==> src/rtl/irq_pkg.sv <==
// Shared definitions for the machine-mode interrupt controller: register
// offsets, mcause values and the request FSM encoding.
package irq_pkg;

  // Word offsets within the block (mmio_addr[4:2]).
  typedef enum logic [2:0] {
    REG_MSIP        = 3'd0,
    REG_EXT_PEND    = 3'd1,
    REG_EXT_EN      = 3'd2,
    REG_CLAIM       = 3'd3,
    REG_MTIME_LO    = 3'd4,
    REG_MTIME_HI    = 3'd5,
    REG_MTIMECMP_LO = 3'd6,
    REG_MTIMECMP_HI = 3'd7
  } reg_e;

  // mcause values (interrupt bit set) for the three sources.
  localparam logic [31:0] CAUSE_MEI = 32'h8000_000B;
  localparam logic [31:0] CAUSE_MSI = 32'h8000_0003;
  localparam logic [31:0] CAUSE_MTI = 32'h8000_0007;

  localparam logic [63:0] MTIMECMP_RESET = 64'hFFFF_FFFF_FFFF_FFFF;

  // Request handshake with the exception unit.
  typedef enum logic [1:0] {
    ST_IDLE    = 2'd0,
    ST_REQ     = 2'd1,
    ST_SERVICE = 2'd2
  } state_e;

endpackage

==> src/rtl/irq_sync_edge.sv <==
// Two-flop synchroniser for one asynchronous interrupt line followed by a
// rising-edge detector. rise_o pulses for one clk, two cycles after the pin.
module irq_sync_edge (
  input  logic clk,
  input  logic rst,
  input  logic async_i,
  output logic rise_o
);

  logic meta_q;
  logic sync_q;
  logic prev_q;

  // Synchroniser chain plus one delayed copy for edge detection.
  always_ff @(posedge clk or posedge rst) begin
    if (rst) begin
      meta_q <= 1'b0;
      sync_q <= 1'b0;
      prev_q <= 1'b0;
    end else begin
      // NOTE: non-blocking assignments make every flop sample the value from
      // before this edge, so the chain really is three stages deep.
      meta_q <= async_i;
      sync_q <= meta_q;
      prev_q <= sync_q;
    end
  end

  assign rise_o = sync_q & ~prev_q;

endmodule

==> src/rtl/irq_controller.sv <==
// Machine-mode interrupt source: 64-bit mtime/mtimecmp timer, software
// interrupt bit, NUM_EXT edge-triggered external lines with claim register,
// and a request/ack/mret handshake toward the exception unit.
module irq_controller
  import irq_pkg::*;
#(
  parameter int NUM_EXT   = 4,
  parameter int TIMER_DIV = 1
) (
  input  logic               clk,
  input  logic               rst,
  input  logic               mmio_we,
  input  logic               mmio_re,
  input  logic [4:0]         mmio_addr,
  input  logic [31:0]        mmio_wdata,
  output logic [31:0]        mmio_rdata,
  input  logic [NUM_EXT-1:0] ext_irq,
  input  logic               mie_global,
  output logic               irq_req,
  output logic [31:0]        irq_cause,
  input  logic               irq_ack,
  input  logic               mret
);

  localparam int              PW        = (TIMER_DIV > 1) ? $clog2(TIMER_DIV) : 1;
  localparam logic [PW-1:0]   PRESC_MAX = PW'(TIMER_DIV - 1);

  // State registers
  logic [PW-1:0]      presc_q,    presc_d;
  logic [63:0]        mtime_q,    mtime_d;
  logic [63:0]        mtimecmp_q, mtimecmp_d;
  logic               msip_q,     msip_d;
  logic [NUM_EXT-1:0] ext_pend_q, ext_pend_d;
  logic [NUM_EXT-1:0] ext_en_q,   ext_en_d;
  logic [31:0]        rdata_q,    rdata_d;
  logic [31:0]        cause_q,    cause_d;
  state_e             state_q,    state_d;

  // Decode and derived signals
  reg_e               reg_sel;
  logic               unused_addr_bits;
  logic [NUM_EXT-1:0] ext_rise;
  logic [NUM_EXT-1:0] ext_active;
  logic [NUM_EXT-1:0] claim_onehot;
  logic [31:0]        claim_id;
  logic               do_claim;
  logic               tick;
  logic               mtip;
  logic               meip;

  assign reg_sel          = reg_e'(mmio_addr[4:2]);
  assign unused_addr_bits = ^mmio_addr[1:0];

  // One synchroniser/edge detector per external line.
  for (genvar i = 0; i < NUM_EXT; i++) begin : g_ext
    irq_sync_edge u_sync (
      .clk    (clk),
      .rst    (rst),
      .async_i(ext_irq[i]),
      .rise_o (ext_rise[i])
    );
  end

  assign ext_active   = ext_pend_q & ext_en_q;
  assign claim_onehot = ext_active & (~ext_active + 1'b1);  // lowest set bit
  assign do_claim     = mmio_re && (reg_sel == REG_CLAIM);
  assign meip         = |ext_active;
  assign mtip         = (mtime_q >= mtimecmp_q);

  // Claim ID: index of the lowest enabled pending line plus one, 0 if none.
  always_comb begin
    // NOTE: every always_comb output gets a default first so no path leaves
    // it unassigned and no latch is inferred.
    claim_id = '0;
    for (int i = 0; i < NUM_EXT; i++) begin
      if (claim_onehot[i]) claim_id = 32'(i + 1);
    end
  end

  // Timer: prescaler wrap advances mtime; bus writes to a half override it.
  always_comb begin
    tick    = (presc_q == PRESC_MAX);
    presc_d = tick ? '0 : presc_q + 1'b1;
    mtime_d = mtime_q + 64'(tick);
    if (mmio_we && reg_sel == REG_MTIME_LO) mtime_d = {mtime_q[63:32], mmio_wdata};
    if (mmio_we && reg_sel == REG_MTIME_HI) mtime_d = {mmio_wdata, mtime_q[31:0] + 32'(tick)};
    mtimecmp_d = mtimecmp_q;
    if (mmio_we && reg_sel == REG_MTIMECMP_LO) mtimecmp_d[31:0]  = mmio_wdata;
    if (mmio_we && reg_sel == REG_MTIMECMP_HI) mtimecmp_d[63:32] = mmio_wdata;
  end

  // Software bit, enables and pending bits; a new edge beats a claim-clear.
  always_comb begin
    msip_d     = msip_q;
    ext_en_d   = ext_en_q;
    if (mmio_we && reg_sel == REG_MSIP)   msip_d   = mmio_wdata[0];
    if (mmio_we && reg_sel == REG_EXT_EN) ext_en_d = mmio_wdata[NUM_EXT-1:0];
    ext_pend_d = (ext_pend_q & ~(do_claim ? claim_onehot : '0)) | ext_rise;
  end

  // Read mux, registered so data appears the cycle after mmio_re.
  always_comb begin
    rdata_d = rdata_q;
    if (mmio_re) begin
      unique case (reg_sel)
        REG_MSIP:        rdata_d = {31'b0, msip_q};
        REG_EXT_PEND:    rdata_d = 32'(ext_pend_q);
        REG_EXT_EN:      rdata_d = 32'(ext_en_q);
        REG_CLAIM:       rdata_d = claim_id;
        REG_MTIME_LO:    rdata_d = mtime_q[31:0];
        REG_MTIME_HI:    rdata_d = mtime_q[63:32];
        REG_MTIMECMP_LO: rdata_d = mtimecmp_q[31:0];
        REG_MTIMECMP_HI: rdata_d = mtimecmp_q[63:32];
        default:         rdata_d = '0;
      endcase
    end
  end

  // Request FSM: latch highest-priority cause on entry to REQ, hold until ack.
  always_comb begin
    state_d = state_q;
    cause_d = cause_q;
    unique case (state_q)
      ST_IDLE: begin
        if (mie_global && (meip || msip_q || mtip)) begin
          state_d = ST_REQ;
          cause_d = meip ? CAUSE_MEI : (msip_q ? CAUSE_MSI : CAUSE_MTI);
        end
      end
      ST_REQ:     if (irq_ack) state_d = ST_SERVICE;
      ST_SERVICE: if (mret)    state_d = ST_IDLE;
      default:    state_d = ST_IDLE;
    endcase
  end

  // All architectural state, asynchronously reset.
  always_ff @(posedge clk or posedge rst) begin
    if (rst) begin
      presc_q    <= '0;
      mtime_q    <= '0;
      mtimecmp_q <= MTIMECMP_RESET;
      msip_q     <= 1'b0;
      ext_pend_q <= '0;
      ext_en_q   <= '0;
      rdata_q    <= '0;
      cause_q    <= '0;
      state_q    <= ST_IDLE;
    end else begin
      presc_q    <= presc_d;
      mtime_q    <= mtime_d;
      mtimecmp_q <= mtimecmp_d;
      msip_q     <= msip_d;
      ext_pend_q <= ext_pend_d;
      ext_en_q   <= ext_en_d;
      rdata_q    <= rdata_d;
      cause_q    <= cause_d;
      state_q    <= state_d;
    end
  end

  assign mmio_rdata = rdata_q;
  assign irq_req    = (state_q == ST_REQ);
  assign irq_cause  = cause_q;

endmodule

==> config.mk <==
export PLATFORM = sky130hd
export DESIGN_NAME = irq_controller
export DESIGN_NICKNAME = d
export VERILOG_FILES = /design/src/rtl/irq_pkg.sv /design/src/rtl/irq_sync_edge.sv /design/src/rtl/irq_controller.sv
export SDC_FILE = /design/constraint.sdc
export NUM_CORES = 1
export LEC_CHECK = 0
export ABC_AREA = 1
export BUFFER_PORTS_ARGS = -buffer_cell sky130_fd_sc_hd__buf_2
export CORE_UTILIZATION = 60
export DETAILED_ROUTE_END_ITERATION = 12
export PLACE_DENSITY = 0.88
export SLEW_MARGIN = 40
export SYNTH_ARGS = -nofsm -noshare
export SYNTH_HDL_FRONTEND = slang
export SYNTH_SLANG_ARGS = --single-unit
==> constraint.sdc <==
create_clock -name clk -period 12.4 [get_ports clk]
set_clock_uncertainty 0.1 [all_clocks]
set_input_delay 0 -clock clk [delete_from_list [all_inputs] [get_ports clk]]
set_output_delay 0 -clock clk [all_outputs]
set_load 0.005 [all_outputs]
**After elaboration in Yosys (flattened, before gate mapping)**

Cells that the tools add are included.

- Bitwise logic cells: 15
- Equality and inequality tests: 13
- $add $sub $neg: 4
- Reductions and logical operators: 15
- Mux-type cells: 15
- Magnitude comparators: 1

Operator list:

| operator | number |
|---|---|
| case mux 32 bit (8 select lines) | 1 |
| 2-to-1 mux 64 bit | 2 |
| 2-to-1 mux 32 bit | 3 |
| adder 64 x 1 -> 64 bit | 1 |
| greater-or-equal comparator 64 bit | 1 |
| adder 32 x 1 -> 32 bit | 1 |
| bitwise AND 4 bit | 3 |
| == test 3 bit, second input constant | 4 |
| logical AND 1 bit | 8 |
| 2-to-1 mux 4 bit | 2 |
| inverter 4 bit | 2 |
| == test 3 x 2 -> 1 bit, second input constant | 2 |
| 2-to-1 mux 2 bit | 3 |
| case mux 2 bit (3 select lines) | 1 |
| inverter 1 bit | 5 |
| adder 4 x 1 -> 4 bit, second input constant | 1 |
| bitwise AND 1 bit | 4 |
| != test 2 x 1 -> 1 bit, second input constant | 2 |
| != test 2 bit, second input constant | 2 |
| OR 4 bit | 1 |
| OR reduction 4 bit | 1 |
| == test 3 x 1 -> 1 bit, second input constant | 1 |
| zero test 3 bit | 1 |
| 2-to-1 mux 3 bit | 1 |
| 8 further kinds | 10 |

- Bits of input ports: 48
- Register bits after elaboration: 216

**Longest topological paths before layout**

- Depth in word-level cells: 9
- Mapped depth: 18
- Gate-level depth less buffers: 18

**By module**

Synthesis repeated with hierarchy kept, for this count alone.

- Cells, all modules: 1555
- Area total of the unflattened synthesis: 11842.6 µm²

By module, submodules not included:

| module | area each (µm²) | instances | sequential area each (µm²) | cells an instance |
|---|---|---|---|---|
| irq_controller | 11487.3 | 1 | 4434.3 | 1531 |
| irq_sync_edge | 88.8 | 4 | 75.1 | 6 |

**Least setup slack after synthesis**

Ideal clock, no wire load.

- Path type: register to register
- Start point: reg mtimecmp_q[47]
- End point: reg cause_q[2], in the netlist irq_cause[2]
- Period minus slack after synthesis: 1932 ps
- Library setup time: 117 ps
- Path slack: 10468 ps
- Data arrival time: 1716 ps
- Path buffers: 0
- Cell stages (with the launch flop): 14
- Path through: dfstp_2 > inv_1 > ha_1 > nand2_1 > inv_1 > nand3_1 > nor3_1 > nand3_1 > nor3_1 > nand2_1 > nand2_1 > nand2_1 > nand2_1 > nand2_1

- Longest elaborated chain between the ends: 4

Ends and longest elaborated chain:

| what | RTL line | RTL |
|---|---|---|
| from (decl) | irq_controller.sv:31 | `logic [63:0] mtimecmp_q, mtimecmp_d;` |
| from (signal assigned) | irq_controller.sv:151 | `mtimecmp_q <= mtimecmp_d;` |
| greater-or-equal comparator 64 bit | irq_controller.sv:68 | `assign mtip = (mtime_q >= mtimecmp_q);` |
| logical OR 1 bit | irq_controller.sv:125 | `if (mie_global && (meip \|\| msip_q \|\| mtip)) begin` |
| logical AND 1 bit | irq_controller.sv:125 |  |
| AND reduction 2 bit (no source line) | - |  |
| to (signal assigned) | irq_controller.sv:156 | `cause_q <= cause_d;` |
| to (decl) | irq_controller.sv:36 | `logic [31:0] cause_q, cause_d;` |

Every way passes these cells.
A chain may end at the register's enable or synchronous reset.

**Worst setup path in the final report**

- Start point: reg mtime_q[47]
- End point: reg state_q[0]

- Longest elaborated chain between the ends: 5

Ends and longest elaborated chain:

| what | RTL line | RTL |
|---|---|---|
| from (decl) | irq_controller.sv:30 | `logic [63:0] mtime_q, mtime_d;` |
| from (signal assigned) | irq_controller.sv:150 | `mtime_q <= mtime_d;` |
| greater-or-equal comparator 64 bit | irq_controller.sv:68 |  |
| logical OR 1 bit | irq_controller.sv:125 |  |
| logical AND 1 bit | irq_controller.sv:125 |  |
| != test 2 bit (no source line) | - |  |
| AND reduction 3 bit (no source line) | - |  |
| to (signal assigned) | irq_controller.sv:157 | `state_q <= state_d;` |
| to (decl) | irq_controller.sv:37 | `state_e state_q, state_d;` |

Every way passes these cells.

==> out/qor.yml <==
clock_tree:
  h-tree-depth: 4
  clk_path_buf_depth: 2
  cts_sinks: 186
  cts_root_buf: "clkbuf_16"
  clk_latency_ps: 450
  cts_made_buffers: 17
  clkTransAtPathRegs_ps: 70
  cts_resized: 0
  cts_tree: "done"
  postCtsSetupBuffers: 0
logic_synthesis:
  syn_area_sq_mm: 0.01192
  synth_cell_types: 42
  syn_inst: 1572
  synth_most_common_cell: "nand2_1"
  yosysTopAreaCell: "dfrtp_1"
  synth_common_cells: "nand2_1 (433), inv_1 (210), o21ai_0 (135), dfrtp_1 (122), nor2_1 (108)"
  synthFlopType: "dfrtp_1"
  ys_ff_latch: 186
  synth_edf_count: 0
  avgSynthCellArea_sq_um: 7.582
  synth_top_area_share_pct: 25.61
  ys_top_cells_by_area: "dfrtp_1 (26%), dfstp_2 (14%), nand2_1 (14%), ha_1 (6.8%), inv_1 (6.6%)"
  yosysWarnings: 0
  ys_async_sr_fraction_pct: 100.0
  yosysSeqAreaShare_pct: 39.72
timing:
  final.setup.worst_slack_ps: 9057
  fin_tns_setup_ps: 0
  maxSlewHeadroom_pct: 40.80
  setup_viol: 0
  hold_viol_final: 26
  whs_ps: -19.09
  period_minus_slack_ps: 3343
  tightestPinTransition_ps: 885.8
  finalCritPeriodShare_pct: 26.96
  grt_setup_unrepaired: "false"
  finalMaxSlewViolations: 0
  fmax_mhz: 299.2
placement:
  placed_area_sq_mm: 0.01243
  globalplace.congestion: 1.011
  dp.cells: 1875
  portBuffers: 83
  hpwl_um: 26380
  dp_slack_ps: 9658
cells_and_area:
  area_growth_pct: 13.75
  fill_cells: 1509
  final_util_pct: 69.66
  fin_cells: 1956
  nets: 1791
  seqCellArea_sq_mm: 0.004735
  diodes: 0
  multi_input_area_sq_mm: 0.006072
  drive_gt1_share_pct: 14.96
  design_area_sq_mm: 0.01356
global_routing:
  grt_pass1_wl_um: 58310
  grt_pass1_vias: 10851
  antenna_found_initial: 0
  grt_max_degree: 108
  grt_usage_pct: 38.15
  grt.overflow.total: 0
detailed_routing:
  vias_per_cell: 5.856
  drtPass1Iterations: 5
  wirelength_um: 37480
  drc_errors: 0
  drt_first_iter_violations: 1121
  wl_per_cell_um: 19.16
  vias: 11454
  antenna_left: 0
power_and_ir_drop:
  p_per_area_mw_per_mm2: 158.2
  p_leak_nw: 6.416
  power_mw: 2.146
  vdd_drop_max_mv: 0.09433
die:
  die_w_um: 142.9
  initial_core_util_pct: 61.24
  rows: 51
  core_sq_mm: 0.01946
  die_area_sq_mm: 0.02043
  io_pins: 113
  die_h_um: 142.9
setup_path:
  end_kind: "register"
  worstSetupPathType: "reg2reg"
  r2r-end: "state_q[0]"
  cp_max_fo: 7
  worst_setup_path_start_kind: "register"
  reg2reg_depth: 12
  reg2reg_from: "mtime_q[47]"
  crit_required_ps: 12690
  worstPathArrival_ps: 3630
  regToRegSetupSlack_ps: 9060
run:
  cap_violations: 0
outcome:
  violations: "hold timing"
  outcome: "complete, but fails checks"
hold_path:
  holdCritPathClass: "in2async"
[cell usage in the layout, fill, tap and decap left out, types with 3 or more instances in the layout]
master	n
nor2_2	11
nor3_1	33
xor2_1	39
dfstp_2	64
buf_2	82
nand4_1	35
o211ai_1	14
o21ai_1	6
clkinv_4	3
inv_1	207
clkbuf_16	17
nor2_4	5
dlygate4sd3_1	48
a21o_1	3
dfrtp_1	122
bufinv_16	3
nand3_1	43
nor2b_1	3
nand2_1	431
xnor2_1	7
nor2_1	106
nand2_2	5
o21ai_0	135
o22ai_1	12
inv_8	3
buf_4	6
inv_2	7
a21oi_1	57
nor3_2	5
o221ai_1	4
conb_1	27
mux2_2	29
ha_1	65
o2111ai_1	16
a22oi_1	14
[worst max-delay path by stage]
stage | from | to | cells after the start
floorplan | rst | ext_en_q[0] | 1
global placement | mmio_addr[3] | mtime_q[60] | 8
detailed placement | mtimecmp_q[47] | irq_cause[3] | 13
CTS | mtimecmp_q[47] | state_q[0] | 13
global route | mtime_q[47] | state_q[0] | 12
finish | mtime_q[47] | state_q[0] | 12
[cell families (layout without fill, tap and decap cells)]
| kind of cell | count (synthesis) | count (layout) | share of synthesized area [%] |
|---|---|---|---|
| other | 1 | 27 | 0.03146 |
| adders and majority gates | 65 | 65 | 6.823 |
| buffers and inverters | 294 | 387 | 10.36 |
| and+or+nand+nor | 684 | 684 | 24.21 |
| muxes | 29 | 29 | 2.740 |
| AOI/OAI and AO/OA | 267 | 267 | 12.73 |
| DFF | 186 | 186 | 39.72 |
| xor gates and xnor gates | 46 | 46 | 3.380 |
[where the power goes]
group	switching, mW	internal, mW	leakage, nW	total (mW)
sequential	0.149	0.758	2.16	0.907
combinational	0.399	0.248	3.95	0.647
clock	0.259	0.333	0.302	0.591
total	0.807	1.34	6.42	2.15
[flip-flops by register name, indices dropped and copies added, names as in the netlist]
| name | count |
|---|---|
| mtime_q | 64 |
| mtimecmp_q | 64 |
| mmio_rdata | 32 |
| ext_en_q | 4 |
| ext_pend_q | 4 |
| g_ext.u_sync.meta_q | 4 |
| g_ext.u_sync.prev_q | 4 |
| g_ext.u_sync.sync_q | 4 |
| irq_cause | 3 |
| state_q | 2 |
| msip_q | 1 |
[critical path, cell delays in order (launching register included)]
cell,delay (ps)
dfrtp_1,510
ha_1,370
nand2_1,90
inv_1,110
nand3_1,80
nor3_1,330
nand3_1,300
nor3_1,210
nand2_1,70
nand2_1,240
nand2_1,170
o21ai_0,130
dlygate4sd3_1,570
[cell type report]
| type | count | area share, % |
|---|---|---|
| Sequential cell | 186 | 34.92 |
| Tap cell | 265 | 2.446 |
| Timing Repair Buffer | 138 | 7.189 |
| Multi-Input combinational cell | 1118 | 44.79 |
| Inverter | 217 | 6.082 |
| Clock buffer | 21 | 3.396 |
| Clock inverter | 11 | 1.181 |
[routing by layer]
metal,vias up,routed length [um],part of all wire [%],track usage (%)
li1,5275,-,-,-
met3,115,3051,8.1,6.673
met5,-,0,0,0
met2,626,17840,48,62.49
met4,0,1453,3.9,18.11
met1,5438,15130,40,48.98
[repair_timing]
action | 4_1_cts | 5_1_grt
endpoints found under the hold margin | 213 | 0
endpoints found under the setup margin | 0 | 0
hold buffers | 48 | 0
(Power assumes the default switching activity.)
